<file path="config.mk">
export PLATFORM = sky130hd
export DESIGN_NAME = share_unit_flat
export DESIGN_NICKNAME = d
export VERILOG_FILES = /design/src/rtl/share_unit_pkg.sv /design/src/rtl/share_unit_if.sv /design/src/rtl/share_unit_encode.sv /design/src/rtl/share_unit.sv /design/src/flat_wrapper.sv
export SDC_FILE = /design/constraint.sdc
export NUM_CORES = 1
export LEC_CHECK = 0
export BUFFER_PORTS_ARGS = -buffer_cell sky130_fd_sc_hd__buf_2
export CAP_MARGIN = 15
export CORE_MARGIN = 1.5
export CORE_UTILIZATION = 45
export CTS_BUF_LIST = sky130_fd_sc_hd__clkbuf_8
export CTS_CLUSTER_DIAMETER = 40
export CTS_CLUSTER_SIZE = 30
export DETAILED_ROUTE_END_ITERATION = 6
export PLACE_DENSITY = 0.77
export SLEW_MARGIN = 40
export SYNTH_ARGS = -nofsm -noshare
export SYNTH_HDL_FRONTEND = slang
export SYNTH_SLANG_ARGS = --single-unit
</file>
<file path="constraint.sdc">
create_clock -name clk -period 1.53 [get_ports clk]
set_clock_uncertainty 0.2 [all_clocks]
set_input_delay 0.0765 -clock clk [delete_from_list [all_inputs] [get_ports clk]]
set_output_delay 0.0765 -clock clk [all_outputs]
set_load 0.02 [all_outputs]
</file>
<file path="src/rtl/share_unit_pkg.sv">
// share_unit_pkg
//   Layout helpers shared by the share encoder and the recombination logic, so
//   both ends of a masked link agree on where every share and every random bit
//   lives inside a packed word.
//   - sh_idx(i, k, d)  : bit position of share k of data bit i (i*d + k)
//   - rnd_idx(i, j, d) : bit position of random bit j of data bit i (i*(d-1) + j)
package share_unit_pkg;

  function automatic int sh_idx(input int i, input int k, input int d);
    return i * d + k;
  endfunction

  function automatic int rnd_idx(input int i, input int j, input int d);
    return i * (d - 1) + j;
  endfunction

endpackage

</file>
<file path="src/rtl/share_unit_if.sv">
// share_unit_if
//   Bundles the three streams of the share unit: unshared words in, fresh
//   randomness in, shared words out.
//   Handshake rule for all three streams: a transfer happens on a rising clock
//   edge where valid & ready are both 1. A producer keeps its data stable and
//   valid asserted until that edge. ready may depend combinationally on the
//   other stream's valid, but valid never depends on ready.
//   Modports:
//     slave  - the share unit itself (consumes in/rnd, produces sh_out)
//     master - whatever feeds it and drains it
import share_unit_pkg::*;

interface share_unit_if #(
  parameter int d     = 2,
  parameter int count = 8
);
  logic [count-1:0]       in_data;
  logic                   in_valid;
  logic                   in_ready;
  logic [(d-1)*count-1:0] rnd_data;
  logic                   rnd_valid;
  logic                   rnd_ready;
  logic [d*count-1:0]     sh_out;
  logic                   out_valid;
  logic                   out_ready;

  modport slave (
    input  in_data, in_valid, rnd_data, rnd_valid, out_ready,
    output in_ready, rnd_ready, sh_out, out_valid
  );

  modport master (
    output in_data, in_valid, rnd_data, rnd_valid, out_ready,
    input  in_ready, rnd_ready, sh_out, out_valid
  );
endinterface

</file>
<file path="src/rtl/share_unit_encode.sv">
// share_encode
//   Purely combinational d-share Boolean masking of one word.
//   Ports:
//     in_data  [count]         unshared word
//     rnd_data [(d-1)*count]   randomness; bit rnd_idx(i,j) becomes share j+1 of bit i
//     shares   [d*count]       share k of bit i at sh_idx(i,k)
//   Share 0 absorbs the data bit XOR-ed with all random shares, so the XOR of
//   the d shares of a bit gives back the data bit.
import share_unit_pkg::*;

module share_encode #(
  parameter int d     = 2,
  parameter int count = 8
) (
  input  logic [count-1:0]       in_data,
  input  logic [(d-1)*count-1:0] rnd_data,
  output logic [d*count-1:0]     shares
);

  for (genvar i = 0; i < count; i++) begin : g_bit
    logic [d-2:0] r;
    assign r = rnd_data[rnd_idx(i, 0, d) +: d-1];
    assign shares[sh_idx(i, 0, d)] = in_data[i] ^ (^r);
    for (genvar k = 1; k < d; k++) begin : g_share
      assign shares[sh_idx(i, k, d)] = r[k-1];
    end
  end

endmodule

</file>
<file path="src/rtl/share_unit.sv">
// share_unit
//   Transmit-side masking stage: takes an unshared word plus fresh randomness,
//   both on valid/ready streams, and emits a registered d-share encoding in the
//   same interleaved layout the recombiner consumes.
//   Ports:
//     clk      rising-edge clock
//     syn_rst  synchronous active-high reset
//     bus      share_unit_if.slave (in_*, rnd_*, sh_out/out_valid/out_ready)
//     n_words  count of output handshakes since reset, wraps mod 2^CNT_W
//   Data and randomness are only ever consumed together, so no random word is
//   spent on a data word that is not taken, and vice versa.
import share_unit_pkg::*;

module share_unit #(
  parameter int d     = 2,
  parameter int count = 8,
  parameter int CNT_W = 16
) (
  input  logic             clk,
  input  logic             syn_rst,
  share_unit_if.slave      bus,
  output logic [CNT_W-1:0] n_words
);

  if (d < 2) begin : g_bad_d
    $error("share_unit: d must be at least 2");
  end

  logic                   slot_free;
  logic                   fire;
  logic                   out_hs;
  logic [d*count-1:0]     enc;
  logic [d*count-1:0]     sh_q;
  logic                   out_valid_q;

  // The output register can take a new word when empty or when its current
  // word leaves on this same edge.
  assign slot_free = ~out_valid_q | bus.out_ready;
  assign fire      = bus.in_valid & bus.rnd_valid & slot_free & ~syn_rst;
  assign out_hs    = out_valid_q & bus.out_ready;

  // Each stream is ready only if the other one is valid: the two are consumed
  // on the same edge or not at all.
  assign bus.in_ready  = bus.rnd_valid & slot_free & ~syn_rst;
  assign bus.rnd_ready = bus.in_valid  & slot_free & ~syn_rst;

  share_encode #(
    .d     (d),
    .count (count)
  ) u_encode (
    .in_data  (bus.in_data),
    .rnd_data (bus.rnd_data),
    .shares   (enc)
  );

  always_ff @(posedge clk) begin
    if (syn_rst) begin
      out_valid_q <= 1'b0;
      sh_q        <= '0;
      n_words     <= '0;
    end else begin
      if (fire) begin
        sh_q        <= enc;
        out_valid_q <= 1'b1;
      end else if (out_hs) begin
        out_valid_q <= 1'b0;
      end
      if (out_hs) begin
        n_words <= n_words + CNT_W'(1);
      end
    end
  end

  assign bus.sh_out    = sh_q;
  assign bus.out_valid = out_valid_q;

endmodule

</file>
<file path="src/flat_wrapper.sv">
// flat-port wrapper written by rule: the top's interface ports become plain ports
module share_unit_flat 
#(
  parameter int d     = 2,
  parameter int count = 8,
  parameter int CNT_W = 16
)
  (clk, syn_rst, n_words, bus_in_data, bus_in_valid, bus_rnd_data, bus_rnd_valid, bus_out_ready, bus_in_ready, bus_rnd_ready, bus_sh_out, bus_out_valid);
  share_unit_if #(.d(d), .count(count)) bus_i ();
  input  logic clk;
  input  logic syn_rst;
  output logic [CNT_W-1:0] n_words;
  input wire logic [$bits(bus_i.in_data)-1:0] bus_in_data;
  input wire logic [$bits(bus_i.in_valid)-1:0] bus_in_valid;
  input wire logic [$bits(bus_i.rnd_data)-1:0] bus_rnd_data;
  input wire logic [$bits(bus_i.rnd_valid)-1:0] bus_rnd_valid;
  input wire logic [$bits(bus_i.out_ready)-1:0] bus_out_ready;
  output wire logic [$bits(bus_i.in_ready)-1:0] bus_in_ready;
  output wire logic [$bits(bus_i.rnd_ready)-1:0] bus_rnd_ready;
  output wire logic [$bits(bus_i.sh_out)-1:0] bus_sh_out;
  output wire logic [$bits(bus_i.out_valid)-1:0] bus_out_valid;
  assign bus_i.in_data = bus_in_data;
  assign bus_i.in_valid = bus_in_valid;
  assign bus_i.rnd_data = bus_rnd_data;
  assign bus_i.rnd_valid = bus_rnd_valid;
  assign bus_i.out_ready = bus_out_ready;
  assign bus_in_ready = bus_i.in_ready;
  assign bus_rnd_ready = bus_i.rnd_ready;
  assign bus_sh_out = bus_i.sh_out;
  assign bus_out_valid = bus_i.out_valid;
  share_unit #(.d(d), .count(count), .CNT_W(CNT_W)) u_core (.clk(clk), .syn_rst(syn_rst), .bus(bus_i), .n_words(n_words));
endmodule
</file>
# Word level (Yosys, flattened, before mapping)

Index checks and enable logic that the tools add are counted.

Register bits after elaboration: 33

Add/subtract/negate cells: 1
Mux-type cells: 2
Bitwise logic cells: 19
Reduce and logical (&&, ||, !) cells: 1

Operator list:

| operator              | number |
|---|---|
| $add 16x1->16 const B | 1 |
| $and 1x1->1           | 8 |
| $xor 1x1->1           | 8 |
| $mux 1                | 2 |
| $not 1->1             | 2 |
| $reduce_bool 2->1     | 1 |
| $or 1x1->1            | 1 |

# Longest topological paths before layout

Gate-level depths: netlist (run 1).

Depth after elaboration: 5
Mapped depth: 5
Mapped depth without buffers: 5

# Modules after synthesis

A second synthesis (run 1) with hierarchy kept.

Cell total of the unflattened synthesis: 177
Area, all modules: 1,516.5 um^2

By module, submodules not included:

| module       | times used | cells an instance | area each (um^2) | seq. area each (um^2) |
|---|---|---|---|---|
| share_unit   | 1          | 161               | 1,386.3          | 660.6 |
| share_encode | 1          | 16                | 130.1            | 0.0 |

# Worst setup path after synthesis (run 1)

Ideal clock, no wire load.

Path kind: register to register
Start: register u_core.out_valid_q, in the netlist u_core.bus.out_valid
End: register u_core.n_words[13]
Arrival time: 1.470 ns
Required time: 1.207 ns
Slack: -0.263 ns
Stages on the path, launching flop included: 5
Path buffers: 0
Period minus slack after synthesis: 1.793 ns
Cell sequence: dfxtp_1 > nand3_4 > nor4_4 > nand3_1 > mux2_1

Cells in the longest elaborated chain, start to end: 1

Ends and longest elaborated chain:

| element                  | line             | RTL |
|---|---|---|
| start: declaration       | share_unit.sv:34 | `logic out_valid_q;` |
| start signal: assignment | share_unit.sv:58 | `out_valid_q <= 1'b0;` |
| start signal: assignment | share_unit.sv:64 | `out_valid_q <= 1'b1;` |
| start signal: assignment | share_unit.sv:66 | `out_valid_q <= 1'b0;` |
| $and 1x1->1              | share_unit.sv:40 | `assign out_hs = out_valid_q & bus.out_ready;` |
| end signal: assignment   | share_unit.sv:69 | `n_words <= n_words + CNT_W'(1);` |
| end: declaration         | share_unit.sv:22 | `output logic [CNT_W-1:0] n_words` |

No other way between the ends.
A chain may end at the register's enable or synchronous reset.

# Worst setup path after layout (run 1)

Start: register u_core.n_words[6]
End: register u_core.n_words[15]

Cells in the longest elaborated chain, start to end: 1

Ends and longest elaborated chain:

| element       | line |
|---|---|
| $add 16x1->16 | share_unit.sv:69 |

No other way between the ends.

==> results of run 1 <==
-- layer usage --
metal / routed length (um) / share of wire [%] / global-route usage [%] / vias up
li1: - / - / - / 721
met1: 1491 / 41 / 24.17 / 663
met2: 1881 / 52 / 35.56 / 43
met3: 188 / 5.2 / 4.762 / 6
met4: 46 / 1.3 / 9.524 / 0
met5: 0 / 0 / 0 / -
-- registers in the layout, summed over array words and instances (netlist names) --
name	count
u_core.n_words	16
u_core.bus.sh_out	16
u_core.bus.out_valid	1
-- what timing repair did --
item	4_1_cts	5_1_grt
gates resized for setup	2	14
pin swaps	0	4
endpoints found under the hold margin	17	1
buffers inserted	1	1
endpoints found under the setup margin	3	11
-- logic make-up (layout without fill, tap and decap cells) --
| kind of cell | after synthesis | after routing | share of synthesized area [%] |
|---|---|---|---|
| simple gates | 63 | 63 | 28.65 |
| flops | 33 | 33 | 45.28 |
| compound gates | 20 | 20 | 6.861 |
| xor+xnor | 20 | 20 | 12.01 |
| buf+inv | 18 | 112 | 4.803 |
| mux | 2 | 2 | 1.544 |
| fa+ha+maj | 1 | 1 | 0.8575 |
-- cells in the mapped netlist, types with 2 or more instances --
cell / count
a21oi_1: 2
buf_2: 2
clkbuf_1: 5
dfxtp_1: 33
inv_1: 11
mux2_1: 2
nand2_1: 6
nand3_1: 4
nand3b_1: 16
nand4_1: 3
nor2_1: 14
nor2b_1: 2
nor3_1: 3
nor3b_1: 2
nor4_1: 3
o21ai_0: 18
xnor2_1: 16
xor2_1: 4
-- final timing paths --
check | start | endpoint | slack, ns
worst max-delay path | u_core.n_words[6] | u_core.n_words[15] | -0.03
worst max register to register | u_core.n_words[6] | u_core.n_words[15] | -0.03
worst min register to register | u_core.bus.sh_out[2] | u_core.bus.sh_out[2] | 0.29
worst min-delay path | bus_out_ready | u_core.bus.out_valid | -0.07
-- per-stage QoR --
stage                     setup WS, ns  utilization [%]  hold slack (ns)
after global placement        0.001623            63.21           0.1474
after CTS                    -0.008906            71.67         -0.07139
after global routing          -0.08943            74.11         -0.02288
after detailed placement      -0.02927            63.21           0.1552
final                         -0.03010            74.11         -0.06755
after floorplan               -0.04854                -          0.02330
-- area by class of cell --
cell class,count,area share (%)
flip-flops and latches,33,30.50
clock buffers,5,3.017
multi-input cells,106,34.72
clock inverters,3,0.6034
inverters,11,1.810
well taps,44,2.414
repair buffers,93,26.93
-- power by group --
group          total, mW  internal (mW)  switching (mW)  leakage, nW
logic              0.244          0.122           0.122        0.712
registers          0.892          0.875          0.0169        0.276
clock network      0.623          0.308           0.314       0.0491
-- worst min-delay path, cell delays in order --
cell     delay, ns
buf_2         0.12
or2b_2        0.13
o21ai_0       0.06
==> flow_metrics.tcl, run 1 <==
set metrics [dict create \
    status "finished, violations left" \
    violations "hold timing, setup timing" \
    path_clk_slew_ns 0.07 \
    path_cells "nand4_4, nor4_4, nand3_1, mux2_4" \
    post_drt_wl_per_cell_um 12.23 \
    ir_drop_uv 579.3 \
    ios 56 \
    drt_iter0_markers 35 \
    period_share_pct 102.0 \
    dp_cells 269 \
    grt_max_degree 18 \
    stdcell_area_sq_um 2281 \
    synth.distinct_cells 29 \
    power.density_nw_per_um2 771.1 \
    setup_ws_ns -0.03010 \
    antenna_cells 0 \
    tightest_slew_ns 0.2782 \
    drive_above_1_share_pct 45.82 \
    crit_path_max_incr_delay_ns 0.35 \
    maxCapViolCount 0 \
    cts_buffers 5 \
    path_max_fanout 5 \
    required_ns 1.50 \
    drtPass1Iterations 4 \
    synth_flop_cell "dfxtp_1" \
    synthArstFlopShare_pct 0 \
    num-fill-cells 233 \
    dieArea_sq_um 3593 \
    clkLatencyLatePin_ns 0.28 \
    vias 1433 \
    netlist_area_sq_um 1459 \
    finalSetupViolCount 2 \
    synth_top_cell_by_area "dfxtp_1" \
    synthCells 157 \
    drv_slew 0 \
    syn_avg_cell_area_sq_um 9.292 \
    critPathKind "reg2reg" \
    period_needed_ns 1.560 \
    die_y_um 59.94 \
    cp.depth 4 \
    numPortBuffers 55 \
    antenna_found_initial 0 \
    ff2ff_path_depth 4 \
    dpl.hpwl_um 2273 \
    start_util_pct 47.40 \
    vias_per_cell 4.858 \
    hold_buffers 16 \
    cp_slowest_cell "dfxtp_4" \
    syn_to_final_growth_pct 56.35 \
    synthTopCellsByArea "dfxtp_1 45%, xnor2_1 9.6%, nand3b_1 8.2%" \
    rsz0062_at_grt "true" \
    worstPathArrival_ns 1.53 \
    seq_area_sq_um 695.7 \
    clock_sinks 33 \
    synth_top_area_share_pct 45.28 \
    chipWidth_um 59.94 \
    grtUsageTotal_pct 20.69 \
    cts_buffer_depth 2 \
    tritoncts "done" \
    grt_pass1_vias 1264 \
    finalNonFillerCells 295 \
    hp-class "in2reg" \
    place_congestion 0.8037 \
    finalPower_mw 1.759 \
    syn_nets 179 \
    ys_ff_latch 33 \
    final.setup.tns_ns -0.04933 \
    final_cell_mix "54 x buf_2, 21 x dfxtp_1, 20 x buf_4" \
    critPathLaunchType "flop" \
    synth_edf_count 0 \
    grt_pass1_wl_um 5451 \
    fp.coreArea_sq_um 3078 \
    place_area_sq_um 1946 \
    h-tree-depth 2 \
    routed_wl_um 3607 \
    cpLargestDelayFamily "simple AND/OR/NAND/NOR gates" \
    multiInputGateArea_sq_um 792.0 \
    ys_seq_area_share_pct 45.28 \
    holdWs_ns -0.06755 \
    crit_buf_inv 0 \
    rows 20 \
    ys_warn_count 0 \
    root_buffer "clkbuf_8" \
    hold_violations 1 \
    ant_nets 0 \
    grt-ovfl-total 0 \
    remaining_drc_errors 0 \
    crit_path_end_kind "flop" \
    holdPathStages 3 \
    slew_headroom_pct 81.30 \
    final_common_cell "buf_2" \
    p_leak_nw 1.038 \
    layout.nets 272 \
    fmax_ghz 0.6410 \
]
Note: power is estimated with default switching activity, not from simulation.
==> run 2, diff against run 1 <==
--- a/config.mk
+++ b/config.mk
@@ -8,12 +8,12 @@
 export BUFFER_PORTS_ARGS = -buffer_cell sky130_fd_sc_hd__buf_2
 export CAP_MARGIN = 15
 export CORE_MARGIN = 1.5
-export CORE_UTILIZATION = 45
+export CORE_UTILIZATION = 50
 export CTS_BUF_LIST = sky130_fd_sc_hd__clkbuf_8
 export CTS_CLUSTER_DIAMETER = 40
 export CTS_CLUSTER_SIZE = 30
 export DETAILED_ROUTE_END_ITERATION = 6
-export PLACE_DENSITY = 0.77
+export PLACE_DENSITY = 0.81
 export SLEW_MARGIN = 40
 export SYNTH_ARGS = -nofsm -noshare
 export SYNTH_HDL_FRONTEND = slang
==> constraint.sdc (replaced) <==
create_clock -name clk -period 1.7 [get_ports clk]
set_clock_uncertainty 0.2 [all_clocks]
set_input_delay 0.085 -clock clk [delete_from_list [all_inputs] [get_ports clk]]
set_output_delay 0.085 -clock clk [all_outputs]
set_load 0.02 [all_outputs]
==> run 2 against run 1 <==
Worst hold slack gained 0.11 ns. First-iteration DRC count down 2.9%. Clock-buffer cell count unchanged. Non-clock buffer count shrank 9. The run now ends clean. Sequential power is 8.7% lower. Die area shrank 9.5%. Highest routed layer unchanged. Via count fell by 3.7%. Critical path type is now in2reg. Cell count down 7.5%.
==> flow_metrics.tcl, run 2 (synthesized netlist as in run 1, its figures left out) <==
set metrics [dict create \
    syn_to_final_growth_pct 44.60 \
    grt-ovfl-total 0 \
    vias_per_cell 5.055 \
    critPathKind "in2reg" \
    period_needed_ns 1.623 \
    hold_violations 0 \
    holdPathStages 4 \
    path_clk_slew_ns 0.06 \
    switchingPower_mw 0.3877 \
    fp.coreArea_sq_um 2758 \
    chipWidth_um 57.02 \
    clock_sinks 33 \
    p_clk_share_pct 34.2 \
    layout.nets 263 \
    use_met1_pct 23.32 \
    rows 19 \
    grtUsageMet3_pct 5.442 \
    place_area_sq_um 1821 \
    p_seq_share_pct 51.8 \
    drtPass1Iterations 4 \
    critPathLaunchType "primary input" \
    grt_pass1_vias 1259 \
    final_common_cell "buf_2" \
    cp_slowest_cell "dlygate4sd3_1" \
    final.setup.tns_ns 0 \
    remaining_drc_errors 0 \
    crit_path_max_incr_delay_ns 0.57 \
    grt_util_met2_pct 42.36 \
    maxCapViolCount 0 \
    num-fill-cells 189 \
    hp-class "in2reg" \
    start_util_pct 52.90 \
    cts_buffers 5 \
    finalSetupViolCount 0 \
    stdcell_area_sq_um 2110 \
    drv_slew 0 \
    path_cells "dlygate4sd3_1, buf_2, xnor2_1, dlygate4sd3_1, o21ai_0" \
    vias 1380 \
    combPwrFrac_pct 14.0 \
    antenna_found_initial 0 \
    h-tree-depth 2 \
    hold_path_startpoint "bus_out_ready" \
    place_congestion 0.7339 \
    tightest_slew_ns 0.3487 \
    slew_headroom_pct 76.75 \
    p_sw_share_pct 24.68 \
    crit_path_end_kind "flop" \
    worstPathArrival_ns 1.59 \
    crit_top_cell "dlygate4sd3_1" \
    r2r_slack_ns 0.08 \
    ir_drop_uv 681.0 \
    grt_pass1_wl_um 5602 \
    drive_above_1_share_pct 35.95 \
    tritoncts "done" \
    drt_iter0_markers 34 \
    clkLatencyLatePin_ns 0.28 \
    antenna_cells 0 \
    ff2ff_path_depth 4 \
    die_y_um 57.02 \
    setup_ws_ns 0.07668 \
    root_buffer "clkbuf_8" \
    dpl.hpwl_um 2274 \
    ios 56 \
    period_share_pct 95.49 \
    worstReg2RegStart "u_core.n_words[2]" \
    path_max_fanout 2 \
    place_ws_ns 0.08062 \
    power.density_nw_per_um2 744.7 \
    rsz0062_at_grt "false" \
    grtUsageTotal_pct 22.67 \
    ant_nets 0 \
    final_cell_mix "55 x buf_2, 26 x dfxtp_1, 20 x dlygate4sd3_1" \
    p_int_mw 1.183 \
    grt_max_degree 23 \
    numPortBuffers 55 \
    dieArea_sq_um 3251 \
    p_leak_nw 0.9682 \
    fmax_ghz 0.6160 \
    cts_buffer_depth 2 \
    routed_wl_um 3602 \
    required_ns 1.66 \
    top_usage_layer "met2" \
    post_drt_wl_per_cell_um 13.19 \
    holdPathEnd "u_core.n_words[2]" \
    status "completed" \
    r2r-end "u_core.n_words[15]" \
]
## run 2: layout make-up
type,instances,area [sq um],share of cell area [%]
Clock buffer,5,68.82,3.262
Inverter,11,41.29,1.957
Tap cell,31,38.79,1.839
Multi-Input combinational cell,106,734.5,34.82
Sequential cell,33,669.4,31.73
Clock inverter,3,13.76,0.6524
Timing Repair Buffer,84,543.0,25.74
## run 2: how the worst max path moves through the flow
stage	startpoint	to	slack (ns)	depth (start not counted)
2_1_floorplan	u_core.n_words[6]	u_core.n_words[13]	0.008	4
3_3_place_gp	u_core.n_words[2]	u_core.n_words[15]	0.14	4
3_5_place_dp	u_core.n_words[2]	u_core.n_words[15]	0.08	4
4_1_cts	u_core.n_words[2]	u_core.n_words[15]	0.07	4
5_1_grt	bus_rnd_data[1]	u_core.bus.sh_out[2]	0.007	5
6_report	bus_rnd_data[1]	u_core.bus.sh_out[2]	0.08	5
## run 2: worst max-delay path, delay by kind of cell
family                 cells  cell delay (ns)
AO/OA/AOI/OAI              1             0.06
XOR/XNOR                   1             0.16
buffers and inverters      3             1.27
## run 2: power groups by stage
| stage | clock network [mW] | registers, mW | logic, mW |
|---|---|---|---|
| 3_5_place_dp | 0 | 0.831 | 0.174 |
| 2_1_floorplan | 0 | 0.863 | 0.0664 |
| 6_report | 0.537 | 0.814 | 0.220 |
| 5_1_grt | 0.586 | 0.817 | 0.235 |
| 4_1_cts | 0.556 | 0.814 | 0.212 |
| 3_3_place_gp | 0 | 0.829 | 0.167 |
## run 2: repair_timing
action / in CTS / in global routing
buffers inserted: 0 / 0
gates resized for setup: 0 / 1
hold buffers: 20 / 0
endpoints found under the hold margin: 24 / 0
endpoints found under the setup margin: 0 / 1
## run 2: layer usage
metal / part of all wire (%) / up-vias
met5: 0 / -
li1: - / 699
met4: 1.8 / 0
met2: 54 / 31
met3: 3.6 / 6
met1: 40 / 644
## run 2: stage by stage
stage | util [%] | std cells | total power [mW] | hold WS [ns]
floorplan | - | 157 | 0.9293 | 0.03390
global placement | 66.02 | 245 | 0.9964 | 0.1570
detailed placement | 66.02 | 245 | 1.005 | 0.1685
CTS | 76.27 | 273 | 1.582 | 0.03024
global route | 76.50 | 273 | 1.637 | 0.05794
finish | 76.50 | 273 | 1.571 | 0.04253
